## config.mk

```make
export PLATFORM = sky130hd
export DESIGN_NAME = global_trigger_ctrl
export DESIGN_NICKNAME = d
export VERILOG_FILES = /design/src/rtl/global_trigger_ctrl.sv
export SDC_FILE = /design/constraint.sdc
export NUM_CORES = 1
export LEC_CHECK = 0
export ABC_CLOCK_PERIOD_IN_PS = 5100
export CORE_UTILIZATION = 46
export DETAILED_ROUTE_END_ITERATION = 12
export GPL_ROUTABILITY_DRIVEN = 0
export PLACE_DENSITY = 0.83
export SYNTH_ARGS = -nofsm -noshare
export SYNTH_HDL_FRONTEND = slang
export SYNTH_SLANG_ARGS = --single-unit
```

## constraint.sdc

```tcl
create_clock -name rx_std_clkout -period 5.1 [get_ports rx_std_clkout]
set_input_delay 0.51 -clock rx_std_clkout [delete_from_list [all_inputs] [get_ports rx_std_clkout]]
set_output_delay 0.51 -clock rx_std_clkout [all_outputs]
set_load 0.005 [all_outputs]
```

## src/rtl/global_trigger_ctrl.sv

```systemverilog
// global_trigger_ctrl
//   Collects threshold-crossing requests from NUM_CH Thresholder channels.
//   A request opens a coincidence window of COINC_WIN cycles. When the window
//   closes, the block broadcasts the global trigger and holds it until readout
//   completes or MAX_WAIT cycles pass. It then stays dead for DEADTIME cycles.
//
// Ports
//   rx_std_clkout       sole clock, rising edge
//   rst_n               asynchronous active-low reset
//   ch_sync             per-channel link-synced flag
//   ch_enable           per-channel trigger enable mask
//   set_global_trigger  per-channel threshold-crossing request (level)
//   time_stamp          packed per-channel stamps, channel i at [i*TS_W +: TS_W]
//   readout_done        single-cycle pulse; the event has been consumed
//   Global_trigger_flag high while an event is being read out
//   trig_valid          single-cycle pulse; mask and stamp are valid
//   trig_ch_mask        channels that requested within the coincidence window
//   trig_time_stamp     stamp of the first (lowest-index) requesting channel
//   trig_count          accepted-trigger counter, wraps at 16 bits
//   timeout_err         sticky readout-timeout flag
//   busy                high in any state other than IDLE

module global_trigger_ctrl #(
    parameter int NUM_CH    = 4,
    parameter int TS_W      = 16,
    parameter int COINC_WIN = 4,
    parameter int DEADTIME  = 16,
    parameter int MAX_WAIT  = 256
) (
    input  logic                   rx_std_clkout,
    input  logic                   rst_n,
    input  logic [NUM_CH-1:0]      ch_sync,
    input  logic [NUM_CH-1:0]      ch_enable,
    input  logic [NUM_CH-1:0]      set_global_trigger,
    input  logic [NUM_CH*TS_W-1:0] time_stamp,
    input  logic                   readout_done,
    output logic                   Global_trigger_flag,
    output logic                   trig_valid,
    output logic [NUM_CH-1:0]      trig_ch_mask,
    output logic [TS_W-1:0]        trig_time_stamp,
    output logic [15:0]            trig_count,
    output logic                   timeout_err,
    output logic                   busy
);

    typedef enum logic [1:0] {
        IDLE,
        COINC,
        ASSERT,
        DEAD
    } state_t;

    // One shared cycle counter serves all timed states; each limit is the
    // last counter value before the state is left.
    localparam logic [15:0] COINC_LAST = 16'(COINC_WIN - 1);
    localparam logic [15:0] WAIT_LAST  = 16'(MAX_WAIT - 1);
    localparam logic [15:0] DEAD_LAST  = 16'(DEADTIME - 1);

    state_t            state;
    state_t            state_nxt;
    logic [15:0]       cnt;
    logic [15:0]       cnt_nxt;
    logic [NUM_CH-1:0] req;
    logic [TS_W-1:0]   first_ts;
    logic              first_found;
    logic [NUM_CH-1:0] mask_nxt;
    logic [TS_W-1:0]   ts_nxt;
    logic              valid_nxt;
    logic [15:0]       count_nxt;
    logic              terr_nxt;

    assign req = set_global_trigger & ch_enable & ch_sync;

    // Stamp of the lowest-index requesting channel.
    always_comb begin
        first_ts    = '0;
        first_found = 1'b0;
        for (int unsigned i = 0; i < NUM_CH; i++) begin
            if (req[i] && !first_found) begin
                first_ts    = time_stamp[i*TS_W +: TS_W];
                first_found = 1'b1;
            end
        end
    end

    always_comb begin
        state_nxt = state;
        cnt_nxt   = cnt;
        mask_nxt  = trig_ch_mask;
        ts_nxt    = trig_time_stamp;
        valid_nxt = 1'b0;
        count_nxt = trig_count;
        terr_nxt  = timeout_err;
        case (state)
            IDLE: begin
                if (|req) begin
                    state_nxt = COINC;
                    cnt_nxt   = '0;
                    mask_nxt  = req;
                    ts_nxt    = first_ts;
                end
            end
            COINC: begin
                mask_nxt = trig_ch_mask | req;
                if (cnt == COINC_LAST) begin
                    state_nxt = ASSERT;
                    cnt_nxt   = '0;
                    valid_nxt = 1'b1;
                    count_nxt = trig_count + 16'd1;
                end else begin
                    cnt_nxt = cnt + 16'd1;
                end
            end
            ASSERT: begin
                // readout_done takes priority, so a readout on the expiry
                // edge counts as a normal completion.
                if (readout_done) begin
                    state_nxt = DEAD;
                    cnt_nxt   = '0;
                end else if (cnt == WAIT_LAST) begin
                    state_nxt = DEAD;
                    cnt_nxt   = '0;
                    terr_nxt  = 1'b1;
                end else begin
                    cnt_nxt = cnt + 16'd1;
                end
            end
            DEAD: begin
                if (cnt == DEAD_LAST) begin
                    state_nxt = IDLE;
                    cnt_nxt   = '0;
                end else begin
                    cnt_nxt = cnt + 16'd1;
                end
            end
            default: begin
                state_nxt = IDLE;
                cnt_nxt   = '0;
            end
        endcase
    end

    always_ff @(posedge rx_std_clkout or negedge rst_n) begin
        if (!rst_n) begin
            state           <= IDLE;
            cnt             <= '0;
            trig_ch_mask    <= '0;
            trig_time_stamp <= '0;
            trig_valid      <= 1'b0;
            trig_count      <= '0;
            timeout_err     <= 1'b0;
        end else begin
            state           <= state_nxt;
            cnt             <= cnt_nxt;
            trig_ch_mask    <= mask_nxt;
            trig_time_stamp <= ts_nxt;
            trig_valid      <= valid_nxt;
            trig_count      <= count_nxt;
            timeout_err     <= terr_nxt;
        end
    end

    assign Global_trigger_flag = (state == ASSERT);
    assign busy                = (state != IDLE);

endmodule

```

# Yosys cells after proc, flatten, opt, wreduce, memory -nomap -nowiden
# Cells that the tools add are included.
[op_classes] n_mux=23 n_reduce_logical=15 n_bitwise=4 n_addsub=2 n_eq_ne=10
[op_table] operator="2-to-1 mux 16 bit" n=9
[op_table] operator="one-hot mux 16 bit (4 select lines)" n=1
[op_table] operator="adder 16 x 1 -> 16 bit (second input constant)" n=2
[op_table] operator="== test 16 x 2 -> 1 bit (second input constant)" n=1
[op_table] operator="== test 16 x 4 -> 1 bit (second input constant)" n=1
[op_table] operator="== test 16 x 8 -> 1 bit (second input constant)" n=1
[op_table] operator="2-to-1 mux 2 bit" n=5
[op_table] operator="AND 4 bit" n=2
[op_table] operator="one-hot mux 2 bit (4 select lines)" n=1
[op_table] operator="one-hot mux 4 bit (2 select lines)" n=1
[op_table] operator="inequality test 2 bit (second input constant)" n=3
[op_table] operator="AND reduction 2 bit" n=3
[op_table] operator="2-to-1 mux 1 bit" n=5
[op_table] operator="== test 2 bit (second input constant)" n=2
[op_table] operator="2-to-1 mux 4 bit" n=1
[op_table] operator="OR 4 bit" n=1
[op_table] operator="AND reduction 4 bit" n=1
[op_table] operator="nonzero test 2 bit" n=2
[op_table] operator="OR reduction 4 bit" n=1
[op_table] operator="logical AND 1 bit" n=3
[op_table] operator="zero test 1 bit" n=3
[op_table] operator="inequality test 3 x 2 -> 1 bit (second input constant)" n=1
[op_table] operator="AND reduction 3 bit" n=1
[op_table] operator="== test 2 x 1 -> 1 bit (second input constant)" n=1
[op_table] operator="other kinds (2)" n=2
[totals] output_inout_bits=40 register_bits=56 word_cells=61

# Logic depth before layout (Yosys ltp)
[depth] word_depth=12 ltp_mapped=8

# Worst setup path before layout
# Ideal clock, no wire load.
[synth_path] kind="reg2reg" from="reg cnt[0]" to="reg state[1]" arrival_ps=2074 path_slack_ps=2899 path_stages_with_launch=7 n_path_buf=0 setup_ps=127 required_ps=4973 cell_sequence="dfrtp_1 ha_1 or3b_2 nor4_2 o221a_4 nor2b_4 mux2_1"
[synth_via] elab_chain_cells=3 elab_cells_between_ends=7 classes_between="6 x eq/ne; 1 x reduce/logical"
[synth_rtl] element="from (decl)" line="61" source="logic [15:0] cnt;"
[synth_rtl] element="from (signal assigned)" line="154" source="cnt <= cnt_nxt;"
[synth_rtl] element="== test 16 x 8 -> 1 bit, or another cell as far along" line="120" source="end else if (cnt == WAIT_LAST) begin"
[synth_rtl] element="inequality test 3 x 2 -> 1 bit (no line) or inequality test 2 bit (tied branches)"
[synth_rtl] element="AND reduction 4 bit (no line) *"
[synth_rtl] element="to (signal assigned)" line="153" source="state <= state_nxt;"
[synth_rtl] element="to (decl)" line="59" source="state_t state;"
# Mark *: on every way between the ends. The rest lies on a longest branch, timed or not.
# A chain may end at the register's enable or synchronous reset.

# Worst setup path after layout
[layout_path] from="in ch_sync[1]" to="reg trig_time_stamp[10]"
[layout_via] elab_chain_cells=9 elab_cells_between_ends=13 classes_between="5 x mux; 1 x bitwise; 7 x reduce/logical"
[layout_rtl] element="from (decl)" line="32" source="input logic [NUM_CH-1:0] ch_sync,"
[layout_rtl] element="AND 4 bit *" line="72" source="assign req = set_global_trigger & ch_enable & ch_sync;"
[layout_rtl] element="logical AND 1 bit" line="79" source="if (req[i] && !first_found) begin"
[layout_rtl] element="2-to-1 mux 1 bit" line="79"
[layout_rtl] element="zero test 1 bit" line="79"
[layout_rtl] element="logical AND 1 bit" line="79"
[layout_rtl] element="2-to-1 mux 1 bit" line="79"
[layout_rtl] element="zero test 1 bit" line="79"
[layout_rtl] element="logical AND 1 bit" line="79"
[layout_rtl] element="2-to-1 mux 16 bit" line="79"
[layout_rtl] element="to (signal assigned)" line="156" source="trig_time_stamp <= ts_nxt;"
[layout_rtl] element="to (decl)" line="40" source="output logic [TS_W-1:0] trig_time_stamp,"
# Marked as above.

==> metrics.md <==
| Metric | Value |
|---|---|
| Crit path from | `ch_sync[1]` |
| Worst skew pair latency | `0.31 ns` |
| Max Cap Violations | `0` |
| Net Sw Power | `a little over 0.5 mW` |
| Skew final | `~0.0062 ns` |
| Reg2reg start | `state[0]` |
| Detailed Routing Iterations Pass 1 | `4` |
| Port Buf Inserts | `118` |
| Fraction of layout cells with a size suffix above 1 | `8.48%` |
| End of the critical path | `trig_time_stamp[10]` |
| CTS tree | `built` |
| CTS Buf Count | `5` |
| Wirelength per Cell | `between 15 and 20 um` |
| FMAX | `approximately 340 MHz` |
| Worst slew margin | `between 20% and 30%` |
| Rows | `29` |
| Fill cells | `between 500 and 600` |
| Dpl cell area | `about 4400 sq um` |
| Final Max Slew Viols | `0` |
| Full die area | `slightly above 7000 sq um` |
| Post-route ant nets | `0` |
| Placed cells | `517` |
| GRT overflow | `0` |
| PostCTS Resize Cnt | `0` |
| FF-to-FF setup slack | `~2.6 ns` |
| Post-Synthesis Cells | `approximately 340` |
| ANT cells | `0` |
| Post-Syn Area per Cell | `approximately 9.3 sq um` |
| Starting Density | `~50%` |
| Synth Area in Compound Gates | `17.9%` |
| Sw frac | `between 30% and 40%` |
| Startpoint types | `input port` |
| DR WL met3 | `approximately 330 um` |
| DR vias | `approximately 2,900` |
| Worst-Margin Slew | `about 1.2 ns` |
| DIE WIDTH | `between 80 and 90 um` |
| Synthesized flop and latch total | `56` |
| Largest family of logic cells by synthesized area | `simple AND/OR/NAND/NOR gates` |
| Post-route DRC | `0` |
| Met2 Wirelength | `approximately 4.0 mm` |
| Top Layer Used | `met4` |
| Total Routed Length | `roughly 8 mm` |
| Crit-path max FO | `36` |
| Number of global-route vias before repair | `2,822` |
| Initial DRC count | `~160` |
| Hold Crit Class | `input port to async pin` |
| FFs w/ async S/R, synth | `between 90% and 100%` |
| # setup viols final | `0` |
| Clk root buf | `clkbuf_8` |
| Clk slew on worst S/H paths | `0.09 ns` |
| Share of the yosys chip area belonging to registers | `between 40 and 50%` |
| Area added between synthesis and finish | `42.4%` |
| Cell-internal power | `about 1.0 mW` |
| Gate power share | `between 40% and 50%` |
| Cell Pwr Density | `roughly 340 nW/um^2` |
| Flop pwr share | `between 30% and 40%` |
| Syn Nets | `~430` |
| Min Clock Period, post-route | `2.97 ns` |
| Clock power share | `roughly 20%` |
| Worst VDD drop | `roughly 150 uV` |
| DP HPWL | `5.99 mm` |
| Reg2Reg Depth | `5` |
| Mux cell area share after synthesis | `less than 1%` |
| Final Hold Vio Count | `0` |
| Post-CTS setup buffer count | `0` |
| Avg Vias per Cell | `~5.5` |
| Area of the multi-input gates | `1650 sq um` |
| Setup Crit Path Kind | `input port to flip-flop` |
| CTS max path bufs | `2` |
| Synthesized cell area | `3170 sq um` |
| Yosys cell types | `between 40 and 50` |
| CP Data Required Time | `5.24 ns` |
| Gr usage total | `between 20% and 30%` |
| Initial antenna violation count | `0` |
| Register Area | `~1400 sq um` |
| Pin count of the biggest net entering global routing | `57` |
| Core area | `6490 sq um` |
| Final instance area | `between 4000 and 5000 sq um` |
| FF-to-FF End | `trig_time_stamp[10]` |
| Die H | `roughly 85 um` |
| Htree depth | `2` |
| Final non-filler cell total | `525` |
| Leak | `1.78 nW` |
| Final period utilization | `around three fifths` |
| YS warnings | `0` |
| First-pass GRT wire length | `~13 mm` |
| Adder-Cell Fraction of Synth Area | `between 2 and 3%` |
| Post-synth EDFFs | `0` |
| CP Capture Type | `flip-flop` |
| Wire length on met1 | `between 3 and 4 mm` |
| RSZ-0062 raised after global routing | `no` |
| Simple-gate share of the synthesized area | `23.7%` |
| I/O pin count | `roughly 120` |
| CP arrival | `~3.1 ns` |
| Synth Flop Type | `dfrtp_1` |
| Synth Area in XOR/XNOR | `~6.9%` |
| Setup_tns | `0 ns` |
| Fin nets | `approximately 530` |
| Status | `finished clean` |
| Hold_buf cts | `0` |
| Number of clock sinks | `56` |
[per-stage QoR]
stage	util [%]	hold slack, ns	total power [mW]	setup slack, ns
2_1_floorplan	-	0.214	0.935	2.90
3_3_place_gp	67.5	0.456	1.23	1.96
3_5_place_dp	67.5	0.468	1.25	1.81
4_1_cts	69.4	0.339	1.57	2.12
5_1_grt	69.4	0.371	1.65	1.82
6_report	69.4	0.317	1.56	2.13
[critical path: stages]
cell	delay [ns]
clkdlybuf4s50_1	0.41
and3_1	0.43
nor4_2	0.34
buf_4	0.26
nand2b_1	0.91
o21ai_0	0.24
[layout by cell type, fill, tap and decap left out, types with 2 or more instances in the layout]
cell type / n
nand3_1: 34
clkdlybuf4s50_1: 117
a211oi_1: 8
nor4_2: 3
inv_1: 9
o21ai_1: 8
nand4_1: 3
o31ai_1: 4
o21ai_0: 13
buf_4: 4
or4_4: 3
dfrtp_1: 56
and4_1: 4
a21oi_1: 22
and2_1: 4
and3_1: 6
nor2_1: 2
xnor2_1: 21
a2111oi_0: 4
xor2_1: 4
ha_1: 7
nand2_1: 59
a221oi_1: 16
nor2_2: 10
clkbuf_8: 7
[area by class of cell]
class | count | share of cell area [%]
sequential | 56 | 31.1
tap | 77 | 2.14
inverter | 9 | 0.749
clock buffer | 7 | 2.14
timing repair buffer | 122 | 26.7
clock inverter | 1 | 0.666
multi-input combinational | 253 | 36.5
[flip-flops by register name (all words and copies together) (netlist names)]
name	count
cnt	16
state	2
timeout_err	1
trig_ch_mask	4
trig_count	16
trig_time_stamp	16
trig_valid	1
[worst min-delay path by stage]
stage | endpoint | slack, ns | depth (start not counted)
detailed placement | trig_count[15] | 0.47 | 1
finish | trig_time_stamp[10] | 0.32 | 2
CTS | trig_time_stamp[10] | 0.34 | 2
global placement | timeout_err | 0.46 | 1
global route | trig_time_stamp[9] | 0.37 | 2
floorplan | cnt[0] | 0.21 | 0
[kinds of logic after synthesis]
| logic type | Yosys count |
|---|---|
| compound gates | 81 |
| xor+xnor | 25 |
| fa+ha+maj | 7 |
| buf+inv | 30 |
| flops | 56 |
| mux | 2 |
| simple gates | 138 |
[Yosys cell counts, drive strengths merged (3+ instances only)]
master / instances / share of area [%]
buf: 5 / 0.79
nand2: 59 / 7.0
xnor2: 21 / 5.8
a21oi: 22 / 3.5
clkbuf: 16 / 1.9
o31ai: 4 / 0.95
nor2: 12 / 2.2
a2111oi: 4 / 1.1
and3: 7 / 1.4
o21ai: 21 / 3.3
nand3: 34 / 5.4
ha: 7 / 2.8
dfrtp: 56 / 44
inv: 9 / 1.1
xor2: 4 / 1.1
nand4: 3 / 0.59
nor4: 4 / 1.9
and4: 4 / 1.1
a221oi: 16 / 4.4
a211oi: 8 / 1.9
or4: 3 / 1.1
and2: 4 / 0.79
[metal layers]
metal	up-vias	GRT usage (%)
met4	0	9.40
met3	11	3.11
li1	1443	-
met1	1354	28.9
met5	-	0
met2	90	40.9
[power by group through the flow]
stage | clock [mW] | combinational (mW) | sequential (mW)
after global placement | 0 | 0.622 | 0.610
after floorplan | 0 | 0.329 | 0.606
after global routing | 0.338 | 0.692 | 0.619
final | 0.312 | 0.637 | 0.606
after detailed placement | 0 | 0.639 | 0.614
after CTS | 0.318 | 0.643 | 0.607
Note: power is estimated with default switching activity, not from simulation.
